===== src/rtl/id_ex_stage.sv =====
`default_nettype none
// ============================================================================
// Module      : id_ex_stage
// Description : Decode/execute pipeline register feeding the ALU. Captures
//               decoded operands, immediate and control; forwards results
//               from EX/MEM and MEM/WB onto the operand outputs; detects
//               load-use hazards, requests a front-end stall and inserts a
//               bubble into execute.
// Ports       : clk, rst                      - clock, sync active-high reset
//               id_*                          - decoded instruction fields
//               flush, hold                   - squash / global freeze
//               exm_*, wb_*                   - forwarding sources
//               ALUop1, regOp2, ImmOp,
//               ALUctrl, ALUsrc               - ALU operands and control
//               ex_valid, ex_rd, ex_reg_write,
//               ex_mem_read, ex_mem_write     - registered execute control
//               load_use_stall                - combinational stall request
// Revision    : 1.0 - initial release
// ============================================================================
module id_ex_stage #(
  parameter int DATAWIDTH = 32,
  parameter int REGADDR   = 5
) (
  input  logic                 clk,
  input  logic                 rst,
  input  logic                 id_valid,
  input  logic [REGADDR-1:0]   id_rs1,
  input  logic [REGADDR-1:0]   id_rs2,
  input  logic [REGADDR-1:0]   id_rd,
  input  logic [DATAWIDTH-1:0] id_rs1_data,
  input  logic [DATAWIDTH-1:0] id_rs2_data,
  input  logic [DATAWIDTH-1:0] id_imm,
  input  logic [2:0]           id_alu_ctrl,
  input  logic                 id_alu_src,
  input  logic                 id_reg_write,
  input  logic                 id_mem_read,
  input  logic                 id_mem_write,
  input  logic                 flush,
  input  logic                 hold,
  input  logic [REGADDR-1:0]   exm_rd,
  input  logic                 exm_reg_write,
  input  logic [DATAWIDTH-1:0] exm_result,
  input  logic [REGADDR-1:0]   wb_rd,
  input  logic                 wb_reg_write,
  input  logic [DATAWIDTH-1:0] wb_result,
  output logic [DATAWIDTH-1:0] ALUop1,
  output logic [DATAWIDTH-1:0] regOp2,
  output logic [DATAWIDTH-1:0] ImmOp,
  output logic [2:0]           ALUctrl,
  output logic                 ALUsrc,
  output logic                 ex_valid,
  output logic [REGADDR-1:0]   ex_rd,
  output logic                 ex_reg_write,
  output logic                 ex_mem_read,
  output logic                 ex_mem_write,
  output logic                 load_use_stall
);

  localparam logic [REGADDR-1:0] c_x0 = '0;

  // Everything held in the execute slot. Source indices are kept so that
  // forwarding can be resolved against the later pipeline stages.
  typedef struct packed {
    logic                 valid;
    logic [REGADDR-1:0]   rs1;
    logic [REGADDR-1:0]   rs2;
    logic [REGADDR-1:0]   rd;
    logic [DATAWIDTH-1:0] rs1_data;
    logic [DATAWIDTH-1:0] rs2_data;
    logic [DATAWIDTH-1:0] imm;
    logic [2:0]           alu_ctrl;
    logic                 alu_src;
    logic                 reg_write;
    logic                 mem_read;
    logic                 mem_write;
  } ex_fields_t;

  ex_fields_t ex_q;
  ex_fields_t ex_d;
  ex_fields_t w_id_fields;

  always_comb begin
    w_id_fields.valid     = id_valid;
    w_id_fields.rs1       = id_rs1;
    w_id_fields.rs2       = id_rs2;
    w_id_fields.rd        = id_rd;
    w_id_fields.rs1_data  = id_rs1_data;
    w_id_fields.rs2_data  = id_rs2_data;
    w_id_fields.imm       = id_imm;
    w_id_fields.alu_ctrl  = id_alu_ctrl;
    w_id_fields.alu_src   = id_alu_src;
    w_id_fields.reg_write = id_reg_write;
    w_id_fields.mem_read  = id_mem_read;
    w_id_fields.mem_write = id_mem_write;
  end

  // A load in execute whose destination is read by the instruction in
  // decode. Not gated by hold: the front end has to stall regardless.
  always_comb begin
    load_use_stall = ex_q.valid && ex_q.mem_read && (ex_q.rd != c_x0) &&
                     id_valid && ((ex_q.rd == id_rs1) || (ex_q.rd == id_rs2));
  end

  // Next-state priority: flush, hold, load-use bubble, capture.
  // A bubble clears the whole slot, data fields included.
  always_comb begin
    ex_d = ex_q;
    if (flush) begin
      ex_d = '0;
    end else if (hold) begin
      ex_d = ex_q;
    end else if (load_use_stall) begin
      ex_d = '0;
    end else begin
      ex_d = w_id_fields;
    end
  end

  always_ff @(posedge clk) begin
    if (rst) begin
      ex_q <= '0;
    end else begin
      ex_q <= ex_d;
    end
  end

  // Operand forwarding. EX/MEM is the younger result and wins over MEM/WB.
  // x0 never forwards because its architectural value is constant.
  always_comb begin
    ALUop1 = ex_q.rs1_data;
    if (exm_reg_write && (exm_rd != c_x0) && (exm_rd == ex_q.rs1)) begin
      ALUop1 = exm_result;
    end else if (wb_reg_write && (wb_rd != c_x0) && (wb_rd == ex_q.rs1)) begin
      ALUop1 = wb_result;
    end
  end

  always_comb begin
    regOp2 = ex_q.rs2_data;
    if (exm_reg_write && (exm_rd != c_x0) && (exm_rd == ex_q.rs2)) begin
      regOp2 = exm_result;
    end else if (wb_reg_write && (wb_rd != c_x0) && (wb_rd == ex_q.rs2)) begin
      regOp2 = wb_result;
    end
  end

  always_comb begin
    ImmOp        = ex_q.imm;
    ALUctrl      = ex_q.alu_ctrl;
    ALUsrc       = ex_q.alu_src;
    ex_valid     = ex_q.valid;
    ex_rd        = ex_q.rd;
    ex_reg_write = ex_q.reg_write;
    ex_mem_read  = ex_q.mem_read;
    ex_mem_write = ex_q.mem_write;
  end

endmodule
`default_nettype wire


===== config.mk =====
export PLATFORM = sky130hd
export DESIGN_NAME = id_ex_stage
export DESIGN_NICKNAME = d
export VERILOG_FILES = /design/src/rtl/id_ex_stage.sv
export SDC_FILE = /design/constraint.sdc
export NUM_CORES = 1
export LEC_CHECK = 0
export ABC_AREA = 1
export CAP_MARGIN = 20
export CORE_AREA = 2 2 157 159
export CTS_CLUSTER_DIAMETER = 80
export DETAILED_ROUTE_END_ITERATION = 8
export DIE_AREA = 0 0 159 161
export GPL_TIMING_DRIVEN = 0
export RECOVER_POWER = 50
export SYNTH_ARGS = -nofsm -noshare
export SYNTH_HDL_FRONTEND = slang
export SYNTH_SLANG_ARGS = --single-unit
export TNS_END_PERCENT = 100

===== constraint.sdc =====
create_clock -name clk -period 1.3 [get_ports clk]
set_input_delay 0.13 -clock clk [delete_from_list [all_inputs] [get_ports clk]]
set_output_delay 0.13 -clock clk [all_outputs]
set_load 0.01 [all_outputs]

# ---- After elaboration in Yosys (flattened, before gate mapping)
# Cells that the tools add are included.
# W data, S select, Z words.
dict set report word_totals {
  out_inout_bits 110
  input_bits 199
  elab_cells 38
  regBits 119
}
dict set report op_classes {
  reduce_logical 15
  eq_ne 6
  n_mux 5
}
# operator n
set ops {}
lappend ops {{$mux W32} 4}
lappend ops {{$mux W119} 1}
lappend ops {{$eq A5 B5 Y1} 6}
lappend ops {{$reduce_bool A5 Y1} 3}
lappend ops {{$logic_and A1 B1 Y1} 10}
lappend ops {{$reduce_or A2 Y1} 1}
lappend ops {{$logic_or A1 B1 Y1} 1}

# ---- Depth between registers and ports, before layout
# Gate-level depths: netlist (run 1).
dict set report depth {
  depth_word 5
  ltp_mapped 11
}

# ---- Worst setup path before layout (run 1)
# No wires, ideal clock.
dict set report synth_timing {
  path_kind {register to output}
  from {reg ex_q[117] in the netlist's numbering}
  to {out ALUop1[10]}
  stages_incl_launch_ff 8
  setup_slack_ns -0.082
  path_buffers 1
  t_arrival_ns 1.252
  cell_sequence {dfxtp_1 -> xor2_1 -> nor2_1 -> nand3_1 -> buf_2 -> nand2_1 -> nand3_1 -> nand2_1}
}
dict set report synth_between {
  elab_chain_len 4
}
# element line_no
set synth_lines {}
lappend synth_lines {{start: declaration} 78} ;# ex_fields_t ex_q;
lappend synth_lines {{start signal: assignment} 121} ;# ex_q <= '0;
lappend synth_lines {{start signal: assignment} 123} ;# ex_q <= ex_d;
lappend synth_lines {{$eq A5 B5 Y1} 133} ;# end else if (wb_reg_write && (wb_rd != c_x0) && (wb_rd == ex_q.rs1)) begin
lappend synth_lines {{$logic_and A1 B1 Y1} 133}
lappend synth_lines {{$mux W32} 133}
lappend synth_lines {{$mux W32 (*)} 131} ;# if (exm_reg_write && (exm_rd != c_x0) && (exm_rd == ex_q.rs1)) begin
lappend synth_lines {{end: declaration} 46} ;# output logic [DATAWIDTH-1:0] ALUop1,
# Mark *: on every way between the ends. The rest lies on a longest branch, timed or not.

# ---- Worst setup path after layout (run 1)
dict set report layout_timing {
  from {reg ex_q[108] in the netlist's numbering}
  to {out regOp2[30]}
}
dict set report layout_between {
  elab_chain_len 4
}
# element line_no
set layout_lines {}
lappend layout_lines {{$eq A5 B5 Y1} 142} ;# end else if (wb_reg_write && (wb_rd != c_x0) && (wb_rd == ex_q.rs2)) begin
lappend layout_lines {{$logic_and A1 B1 Y1} 142}
lappend layout_lines {{$mux W32} 142}
lappend layout_lines {{$mux W32 (*)} 140} ;# if (exm_reg_write && (exm_rd != c_x0) && (exm_rd == ex_q.rs2)) begin
lappend layout_lines {{end: declaration} 47} ;# output logic [DATAWIDTH-1:0] regOp2,
# Marks and branches as above.

==> results by group, run 1 <==
Run status
  • Status: complete, but fails checks
  • Failing checks: negative setup slack

Timing
  • Clock Skew: ~16 ps
  • Unrepaired setup endpoints after global routing: yes
  • Worst Max-Slew Pin Slew: 811 ps
  • Maximum clock rate: about 460 MHz
  • Slew headroom: 0.459
  • Fin crit share: 1.66
  • Period minus WS final: between 2000 and 2500 ps
  • # setup viols final: ~180
  • Worst Slack Setup Final: -863 ps
  • Final Slew Violations: 0
  • Final Hold Viols: 0
  • Setup TNS: -101240 ps

CTS
  • Worst-path clk slew: 70 ps
  • CTS tree: yes
  • Hold_buf cts: 0
  • CTS sink cnt: between 100 and 150
  • Root Buffer: clkbuf_16
  • CTS H-tree lvls: 4
  • CTS Buf Count: 17
  • Clk_lat worst skew: ~430 ps
  • Max clock buf depth: 2

Place
  • Port bufs: between 300 and 400
  • Dpl hpwl: around 22000 um
  • Routability Congestion: roughly 0.85
  • DP Cell Count: 1763

Power
  • Clock network fraction of total power: 0.401
  • Internal power of the cells: ~8.0 mW
  • P_leak: about 6.3 nW
  • Pwr Total: between 10 and 15 mW
  • Worst VDD drop: between 0.5 and 0.6 mV
  • Power density over cell area: a little under 800 nW/um2
  • Sw Share: 0.305
  • Comb pwr share: 0.259
  • Sequential share of power: 0.340
  • NetSw: 3.51 mW

Floorplan
  • Die width: about 160 um
  • I/O pins: between 300 and 400
  • Initial core utilization: 0.295
  • Core box area: 24000 um2
  • Die height: 161 um
  • Die area: between 20000 and 30000 um2
  • Rows: 57

Setup path
  • Crit start category: flop
  • Levels on crit path: 11
  • Crit end category: output pin
  • Critical path's top delay family: simple AND/OR/NAND/NOR gates
  • CP max stage delay: 360 ps
  • WP data required: between 1000 and 1500 ps
  • CP most frequent cell: buf_6
  • FF-to-FF End: ex_q[109]
  • CP arrival: 2030 ps
  • Worst Setup SP: ex_q[108]
  • Worst-path fanout max: 7
  • Crit Reg-Reg Startpoint: ex_rd[0]
  • CP cell instances: inv_1, nand2_1, nand4_1, nor2_4, nand3_4, buf_6, buf_6, nand2_1, nand3_1, nand2_2, buf_6
  • Setup CP Type: flop to output pin
  • End of the critical path: regOp2[30]
  • R2r worst-path depth: 13
  • CP max-delay cell: dfxtp_2
  • FF-to-FF setup slack: -470 ps
  • CP bufs+invs: 4

Drt
  • Vias per cell: 4.92
  • DR vias: approximately 9200
  • DRT Pass-1 Iters: 5
  • ANT nets after route: 0
  • DR WL/cell: around 18 um
  • DRC: 0
  • Drt total wl: approximately 34000 um
  • First DRT Iteration DRCs: 432

Final layout
  • Non-Filler Instances: between 1500 and 2000
  • Syn-to-layout area delta: 106%
  • Nets: 1728
  • Final core area utilization: 0.607
  • Layout cells sized above 1: 0.458

Yosys
  • Sequential fraction of the synthesis area: 0.337
  • Post-synth top area cell: dfxtp_1
  • Yosys warnings: 0
  • Syn avg cell area: roughly 6.3 um2
  • Post-synth cell types: 17
  • Synthesized net count: 1330
  • Main area contributors after synthesis: dfxtp_1 (34%), nand2_1 (18%), a21oi_1 (8.4%), o21ai_0 (8.4%), inv_1 (6.3%)
  • Synth Register Bits: 119
  • Synthesized instance count: around 1100
  • Top cell type's share of synthesized area: 0.337
  • Syn Std Cell Area: around 7100 um2

Min path
  • WHS Path Cells: 3
  • Worst Hold Class: primary input to flop

Global routing
  • Largest net degree at the start of global routing: 17
  • Antenna violations before repair: 3
  • Global-route wire length before repair: between 50000 and 60000 um
  • Grt total ovfl: 0
  • Vias in the first global route: about 9200
  • Tot GR Track Use: 0.252

Flow run
  • # Max-Cap Violations: 0
-- worst min path at each step --
stage                     startpoint         to  slack (ps)
after floorplan            id_rs2[0]  ex_q[108]         260
after global placement      ImmOp[4]   ImmOp[4]         520
after detailed placement    ex_q[40]   ex_q[40]         520
after CTS                  id_imm[6]   ImmOp[6]         250
after global routing        id_rd[4]   ex_rd[4]         270
final                       id_rd[1]   ex_rd[1]         260
-- layout make-up --
class | instances | area [um2]
clock buffers | 18 | 429
multi-input cells | 763 | 5550
well taps | 324 | 405
plain buffers | 124 | 995
diodes | 3 | 7.51
repair buffers | 384 | 4170
fillers | 2151 | 9420
inverters | 120 | 458
flip-flops and latches | 119 | 2410
clock inverters | 14 | 128
-- per-stage QoR --
stage | hold WS (ps) | worst slack (ps) | cell area (um2)
floorplan | 264 | -52.0 | 7290
global placement | 520 | -1570 | 10800
detailed placement | 525 | -1580 | 10800
CTS | 249 | -892 | 13900
global route | 266 | -1020 | 14500
finish | 259 | -863 | 14500
-- repair_timing --
item / 4_1_cts / 5_1_grt
gates resized for setup: 863 / 199
setup buffers: 58 / 9
pin swaps: 72 / 48
endpoints found under the setup margin: 229 / 204
cloned: 19 / 0
-- flip-flops by register name, summed over array words and instances, names as in the netlist --
name          count
ALUsrc            1
ex_rd             5
ex_valid          1
ex_q             74
ex_reg_write      1
ImmOp            32
ex_mem_read       1
ex_mem_write      1
ALUctrl           3
-- power groups by stage --
stage               clock network [mW]  registers [mW]  logic, mW
floorplan                            0            3.95      0.994
global placement                     0            3.98       2.29
detailed placement                   0            3.98       2.30
CTS                               4.64            3.90       2.76
global route                      4.80            3.92       3.17
finish                            4.60            3.90       2.98
-- worst reg2reg max path, cell delays in order (launching register included) --
cell	delay, ps
dfxtp_2	410
nand2_2	70
inv_2	40
nor2_1	30
nor2_1	110
nand3_1	80
nand2_1	90
nand2_2	80
buf_12	150
buf_12	130
buf_16	160
buf_12	160
nand2_4	60
a21oi_2	50
-- cell families (layout without fill, tap and decap cells) --
family | count (synthesis) | count (layout) | synth area share
simple gates | 506 | 506 | 0.306
buf+inv | 249 | 660 | 0.166
compound gates | 239 | 239 | 0.169
flops | 119 | 119 | 0.337
xor+xnor | 18 | 18 | 0.0223
other cells | 0 | 3 | 0
-- synth_stat cells --
library cell	n
nor2_1	17
o21ai_1	1
nor2_2	2
clkbuf_1	39
buf_2	39
buf_4	51
nand2_1	348
inv_2	2
nor3_1	3
a21oi_1	119
dfxtp_1	119
xnor2_1	6
inv_1	118
o21ai_0	119
xor2_1	12
nand3_1	68
nand4_1	68
-- metal layers --
metal | wire, um | GRT usage | up-vias
met5 | 0 | 0 | -
met4 | 834 | 0.0835 | 0
met3 | 2450 | 0.0675 | 50
met2 | 16600 | 0.433 | 358
met1 | 14200 | 0.307 | 4363
li1 | - | - | 4428
-- cell usage in the layout (no fill, tap or decap), types with 17 or more instances in the layout --
master / netlist / routed
clkdlybuf4s50_1: 0 / 196
nand2_2: 0 / 119
nand2_4: 0 / 119
o21ai_0: 119 / 119
buf_6: 0 / 114
nand2_1: 348 / 110
inv_1: 118 / 110
a21oi_2: 0 / 109
dfxtp_1: 119 / 107
nand4_1: 68 / 68
buf_4: 51 / 65
nand3_2: 0 / 50
clkbuf_1: 39 / 37
dlygate4sd2_1: 0 / 26
buf_12: 0 / 20
clkbuf_16: 0 / 17
Note: power is estimated with default switching activity, not from simulation.
==> inputs of run 2 (changes only) <==
--- a/config.mk
+++ b/config.mk
@@ -12,7 +12,6 @@
 export DETAILED_ROUTE_END_ITERATION = 8
 export DIE_AREA = 0 0 159 161
 export GPL_TIMING_DRIVEN = 0
-export RECOVER_POWER = 50
 export SYNTH_ARGS = -nofsm -noshare
 export SYNTH_HDL_FRONTEND = slang
 export SYNTH_SLANG_ARGS = --single-unit
==> results by group, run 2 (synthesis results as in run 1) <==
Timing
  • Final Slew Violations: 0
  • Worst Slack Setup Final: -864 ps
  • Worst Max-Slew Pin Slew: 813 ps
  • Unrepaired setup endpoints after global routing: yes
  • Final Hold Viols: 0
  • Fin crit share: 1.66
  • # setup viols final: approximately 180
  • Clock Skew: around 22 ps
  • Maximum clock rate: 462 MHz
  • Period minus WS final: approximately 2200 ps
  • Slew headroom: 0.458

Setup path
  • CP bufs+invs: 4
  • Worst Setup SP: ex_q[108]
  • Critical path's top delay family: simple AND/OR/NAND/NOR gates
  • Crit Reg-Reg Startpoint: ex_rd[1]
  • CP max-delay cell: dfxtp_2
  • CP max stage delay: ~360 ps
  • End of the critical path: regOp2[30]
  • CP most frequent cell: buf_6
  • FF-to-FF setup slack: -460 ps
  • Levels on crit path: 11
  • Setup CP Type: flop to output pin
  • Crit end category: output pin
  • CP cell instances: inv_1, nand2_1, nand4_1, nor2_4, nand3_4, buf_6, buf_6, nand2_1, nand3_1, nand2_2, buf_6
  • Worst-path fanout max: 7
  • CP arrival: around 2000 ps
  • R2r worst-path depth: 13
  • Crit start category: flop
  • WP data required: roughly 1200 ps
  • FF-to-FF End: ex_q[72]

Place
  • Routability Congestion: between 0.8 and 0.9
  • DP Area: around 11000 um2
  • Dpl hpwl: 22400 um
  • Port bufs: roughly 300

Drt
  • DR vias: around 9200
  • ANT nets after route: 0
  • DR WL/cell: 18.2 um
  • DRC: 0
  • Vias per cell: roughly 4.9
  • DRT Pass-1 Iters: 5
  • Drt total wl: about 34000 um
  • First DRT Iteration DRCs: 455

Power
  • Pwr Total: 11.5 mW
  • P_leak: roughly 6.3 nW
  • Worst VDD drop: around 0.55 mV
  • Power density over cell area: 788 nW/um2

Global routing
  • Largest net degree at the start of global routing: 17
  • Grt total ovfl: 0
  • Global-route wire length before repair: around 50000 um
  • Vias in the first global route: between 9000 and 10000
  • Antenna violations before repair: 3
  • Tot GR Track Use: 0.252

CTS
  • CTS sink cnt: between 100 and 150
  • Max clock buf depth: 2
  • CTS H-tree lvls: 4
  • CTS Buf Count: 17
  • CTS tree: yes
  • Worst-path clk slew: 60 ps
  • Clk_lat worst skew: between 400 and 500 ps
  • Root Buffer: clkbuf_16

Floorplan
  • Rows: 57
  • Die height: around 160 um
  • I/O pins: 309
  • Core box area: roughly 24000 um2
  • Die area: ~26000 um2
  • Initial core utilization: 0.295
  • Die width: approximately 160 um

Final layout
  • Commonest non-fill, non-tap cell in the layout: clkdlybuf4s50_1
  • Max FFs per register: 74
  • Largest Register: ex_q
  • Fillers: about 2200
  • Layout cells sized above 1: 0.461
  • Final core area utilization: 0.607
  • Most frequent cells in the layout: clkdlybuf4s50_1 (196), nand2_2 (119), nand2_4 (119), o21ai_0 (119), buf_6 (114)
  • Nets: 1728
  • Syn-to-layout area delta: 106%
  • Final Cell Area: between 10000 and 15000 um2

Run status
  • Status: complete, but fails checks
  • Failing checks: negative setup slack

Flow run
  • # Max-Cap Violations: 0

Min path
  • Worst Hold Class: primary input to flop
run 2: cell count changes in the layout (fill, tap and decap cells not counted), sizes merged:
cell | before | now
clkbuf | 66 | 61
buf | 223 | 228
run 2: what timing repair did:
action,in CTS,in global routing
gates resized for setup,863,199
hold buffers,0,0
setup endpoints to repair,229,204
setup buffers,58,9
pin swaps,72,48
gates cloned,19,0
run 2: how the worst min path moves through the flow:
| stage | from | end | cells past startpoint |
|---|---|---|---|
| 4_1_cts | id_imm[6] | ImmOp[6] | 3 |
| 5_1_grt | id_rd[4] | ex_rd[4] | 3 |
| 6_report | id_rd[1] | ex_rd[1] | 3 |
| 3_3_place_gp | ImmOp[4] | ImmOp[4] | 2 |
| 2_1_floorplan | id_rs2[0] | ex_q[108] | 2 |
| 3_5_place_dp | ex_q[40] | ex_q[40] | 2 |
run 2: worst min-delay path: stages:
cell	delay, ps
clkdlybuf4s50_1	410
nand2_2	70
a21oi_2	40
run 2: metal layers:
| layer | global-route usage | up-vias | routed length, um |
|---|---|---|---|
| li1 | - | 4428 | - |
| met1 | 0.307 | 4361 | 14300 |
| met2 | 0.433 | 348 | 16600 |
| met3 | 0.0675 | 58 | 2280 |
| met4 | 0.0835 | 0 | 900 |
| met5 | 0 | - | 0 |
run 2: area by class of cell:
cell class	count	area [um2]	area share
Multi-Input combinational cell	763	5550	0.381
Timing Repair Buffer	384	4170	0.286
Sequential cell	119	2410	0.166
Buffer	124	995	0.0684
Inverter	120	458	0.0315
Clock buffer	18	429	0.0295
Tap cell	324	405	0.0279
Clock inverter	14	128	0.00877
Antenna cell	3	7.51	0.000516
run 2: through the flow:
step / TNS, ps / setup WS (ps) / instances / hold slack (ps)
finish: -100720 / -864 / 1869 / 254
global route: -117850 / -1020 / 1868 / 266
CTS: -106480 / -892 / 1867 / 249
detailed placement: -186820 / -1580 / 1763 / 525
global placement: -184840 / -1570 / 1763 / 520
floorplan: -3020 / -52.0 / 1131 / 264
run 2: report_power, final:
part	leakage (nW)	internal [mW]	switching [mW]
sequential	0.982	3.80	0.101
combinational	5.07	1.53	1.44
clock	0.263	2.64	1.95
total	6.32	7.97	3.49
==> inputs of run 3 (changes only) <==
--- a/config.mk
+++ b/config.mk
@@ -12,6 +12,7 @@
 export DETAILED_ROUTE_END_ITERATION = 8
 export DIE_AREA = 0 0 159 161
 export GPL_TIMING_DRIVEN = 0
+export MAX_ROUTING_LAYER = met4
 export SYNTH_ARGS = -nofsm -noshare
 export SYNTH_HDL_FRONTEND = slang
 export SYNTH_SLANG_ARGS = --single-unit
==> results by group, run 3 (synthesis results as in run 1) <==
Drt
  • First DRT Iteration DRCs: about 380
  • DR vias: 9216
  • Drt total wl: about 34000 um
  • DRC: 0
  • DR WL/cell: between 15 and 20 um
  • Vias per cell: between 4 and 5
  • DRT Pass-1 Iters: 5
  • ANT nets after route: 0

Final layout
  • Nets: around 1700
  • Non-Filler Instances: 1871
  • Fillers: about 2100
  • Max FFs per register: 74
  • Commonest non-fill, non-tap cell in the layout: clkdlybuf4s50_1
  • Final core area utilization: 0.612
  • Final Cell Area: roughly 15000 um2
  • Most frequent cells in the layout: clkdlybuf4s50_1 (196), nand2_2 (126), nand2_4 (122), o21ai_0 (119), buf_6 (115)
  • Layout cells sized above 1: 0.471
  • Largest Register: ex_q
  • Syn-to-layout area delta: 107%

Setup path
  • CP max-delay cell: dfxtp_2
  • Crit start category: flop
  • WP data required: between 1000 and 1500 ps
  • FF-to-FF setup slack: -470 ps
  • Setup CP Type: flop to output pin
  • End of the critical path: regOp2[30]
  • Levels on crit path: 11
  • Crit Reg-Reg Startpoint: ex_rd[1]
  • CP arrival: around 2100 ps
  • CP max stage delay: around 360 ps
  • R2r worst-path depth: 13
  • Crit end category: output pin
  • CP bufs+invs: 4
  • FF-to-FF End: ex_q[60]
  • CP most frequent cell: buf_6
  • Critical path's top delay family: simple AND/OR/NAND/NOR gates
  • CP cell instances: inv_1, nand2_1, nand4_1, nor2_4, nand3_4, buf_6, buf_6, nand2_1, nand3_1, nand2_2, buf_6
  • Worst-path fanout max: 7
  • Worst Setup SP: ex_q[108]

Timing
  • Slew headroom: 0.455
  • Clock Skew: 23.5 ps
  • Unrepaired setup endpoints after global routing: yes
  • Fin crit share: 1.68
  • Period minus WS final: approximately 2200 ps
  • Worst Max-Slew Pin Slew: about 820 ps
  • Maximum clock rate: approximately 460 MHz
  • Worst hold slack: about 250 ps
  • # setup viols final: 184
  • Worst Slack Setup Final: -878 ps
  • Setup TNS: -101480 ps
  • Final Hold Viols: 0
  • Final Slew Violations: 0

CTS
  • Clk_lat worst skew: ~440 ps
  • Root Buffer: clkbuf_16
  • CTS H-tree lvls: 4
  • Worst-path clk slew: approximately 70 ps
  • Hold_buf cts: 0
  • CTS sink cnt: around 120
  • Max clock buf depth: 2
  • CTS tree: yes
  • CTS Buf Count: 17

Global routing
  • Largest net degree at the start of global routing: 17
  • Antenna violations before repair: 3
  • Vias in the first global route: a little over 9000
  • Grt total ovfl: 0
  • Tot GR Track Use: 0.260
  • Global-route wire length before repair: between 50000 and 60000 um

Place
  • DP Cell Count: roughly 1800
  • Dpl hpwl: 22400 um
  • DP Area: ~11000 um2
  • Routability Congestion: between 0.8 and 0.9
  • Dpl ws: -1580 ps
  • Port bufs: 308

Run status
  • Failing checks: negative setup slack
  • Status: complete, but fails checks

Power
  • Comb pwr share: 0.261
  • Internal power of the cells: 7.99 mW
  • NetSw: ~3.5 mW
  • Sequential share of power: 0.340
  • Clock network fraction of total power: 0.400
  • Power density over cell area: just under 800 nW/um2
  • Pwr Total: between 10 and 15 mW
  • Worst VDD drop: ~0.55 mV
  • P_leak: 6.35 nW
  • Sw Share: 0.305

Floorplan
  • Initial core utilization: 0.295
  • Rows: between 50 and 60
  • Die area: between 20000 and 30000 um2
  • I/O pins: 309
  • Die width: 159 um
  • Core box area: ~24000 um2
  • Die height: 161 um

Min path
  • Worst Hold Class: primary input to flop

Flow run
  • # Max-Cap Violations: 0
-- run 3: routing by layer --
layer / up-vias / track usage / routed length (um)
met5: - / - / 0
met2: 362 / 0.434 / 16700
met4: 0 / 0.0851 / 888
met3: 58 / 0.0642 / 2330
li1: 4426 / - / -
met1: 4370 / 0.309 / 14200
-- run 3: cell type report --
cell class	instances	area [um2]	area share
clock inverters	14	128	0.00870
inverters	120	458	0.0312
well taps	324	405	0.0276
plain buffers	124	995	0.0678
multi-input cells	763	5610	0.383
repair buffers	386	4230	0.288
diodes	3	7.51	0.000512
flip-flops and latches	119	2410	0.164
clock buffers	18	429	0.0293
-- run 3: how the worst min path moves through the flow --
stage | from | endpoint | slack [ps] | depth (start not counted)
after floorplan | id_rs2[0] | ex_q[108] | 260 | 2
after global placement | ImmOp[4] | ImmOp[4] | 520 | 2
after detailed placement | ex_q[40] | ex_q[40] | 520 | 2
after CTS | id_imm[6] | ImmOp[6] | 250 | 3
after global routing | id_rd[4] | ex_rd[4] | 260 | 3
final | id_rd[1] | ex_rd[1] | 250 | 3
-- run 3: worst min-delay path: cells and delay by family --
| family | cells | cell delay (ps) |
|---|---|---|
| buffers and inverters | 1 | 410 |
| AND/OR/NAND/NOR | 1 | 70 |
| AO/OA/AOI/OAI | 1 | 40 |
-- run 3: power by group through the flow --
stage          logic (mW)  registers (mW)  clock network, mW
6_report             2.99            3.90               4.59
5_1_grt              3.20            3.92               4.80
4_1_cts              2.76            3.90               4.64
3_5_place_dp         2.30            3.98                  0
3_3_place_gp         2.29            3.98                  0
2_1_floorplan       0.994            3.95                  0
-- run 3: timing repair --
action | 4_1_cts | 5_1_grt
setup endpoints to repair | 229 | 204
hold endpoints to repair | 0 | 0
pin swaps | 72 | 54
resized for setup | 863 | 220
gates cloned | 19 | 1
buffers inserted | 58 | 10
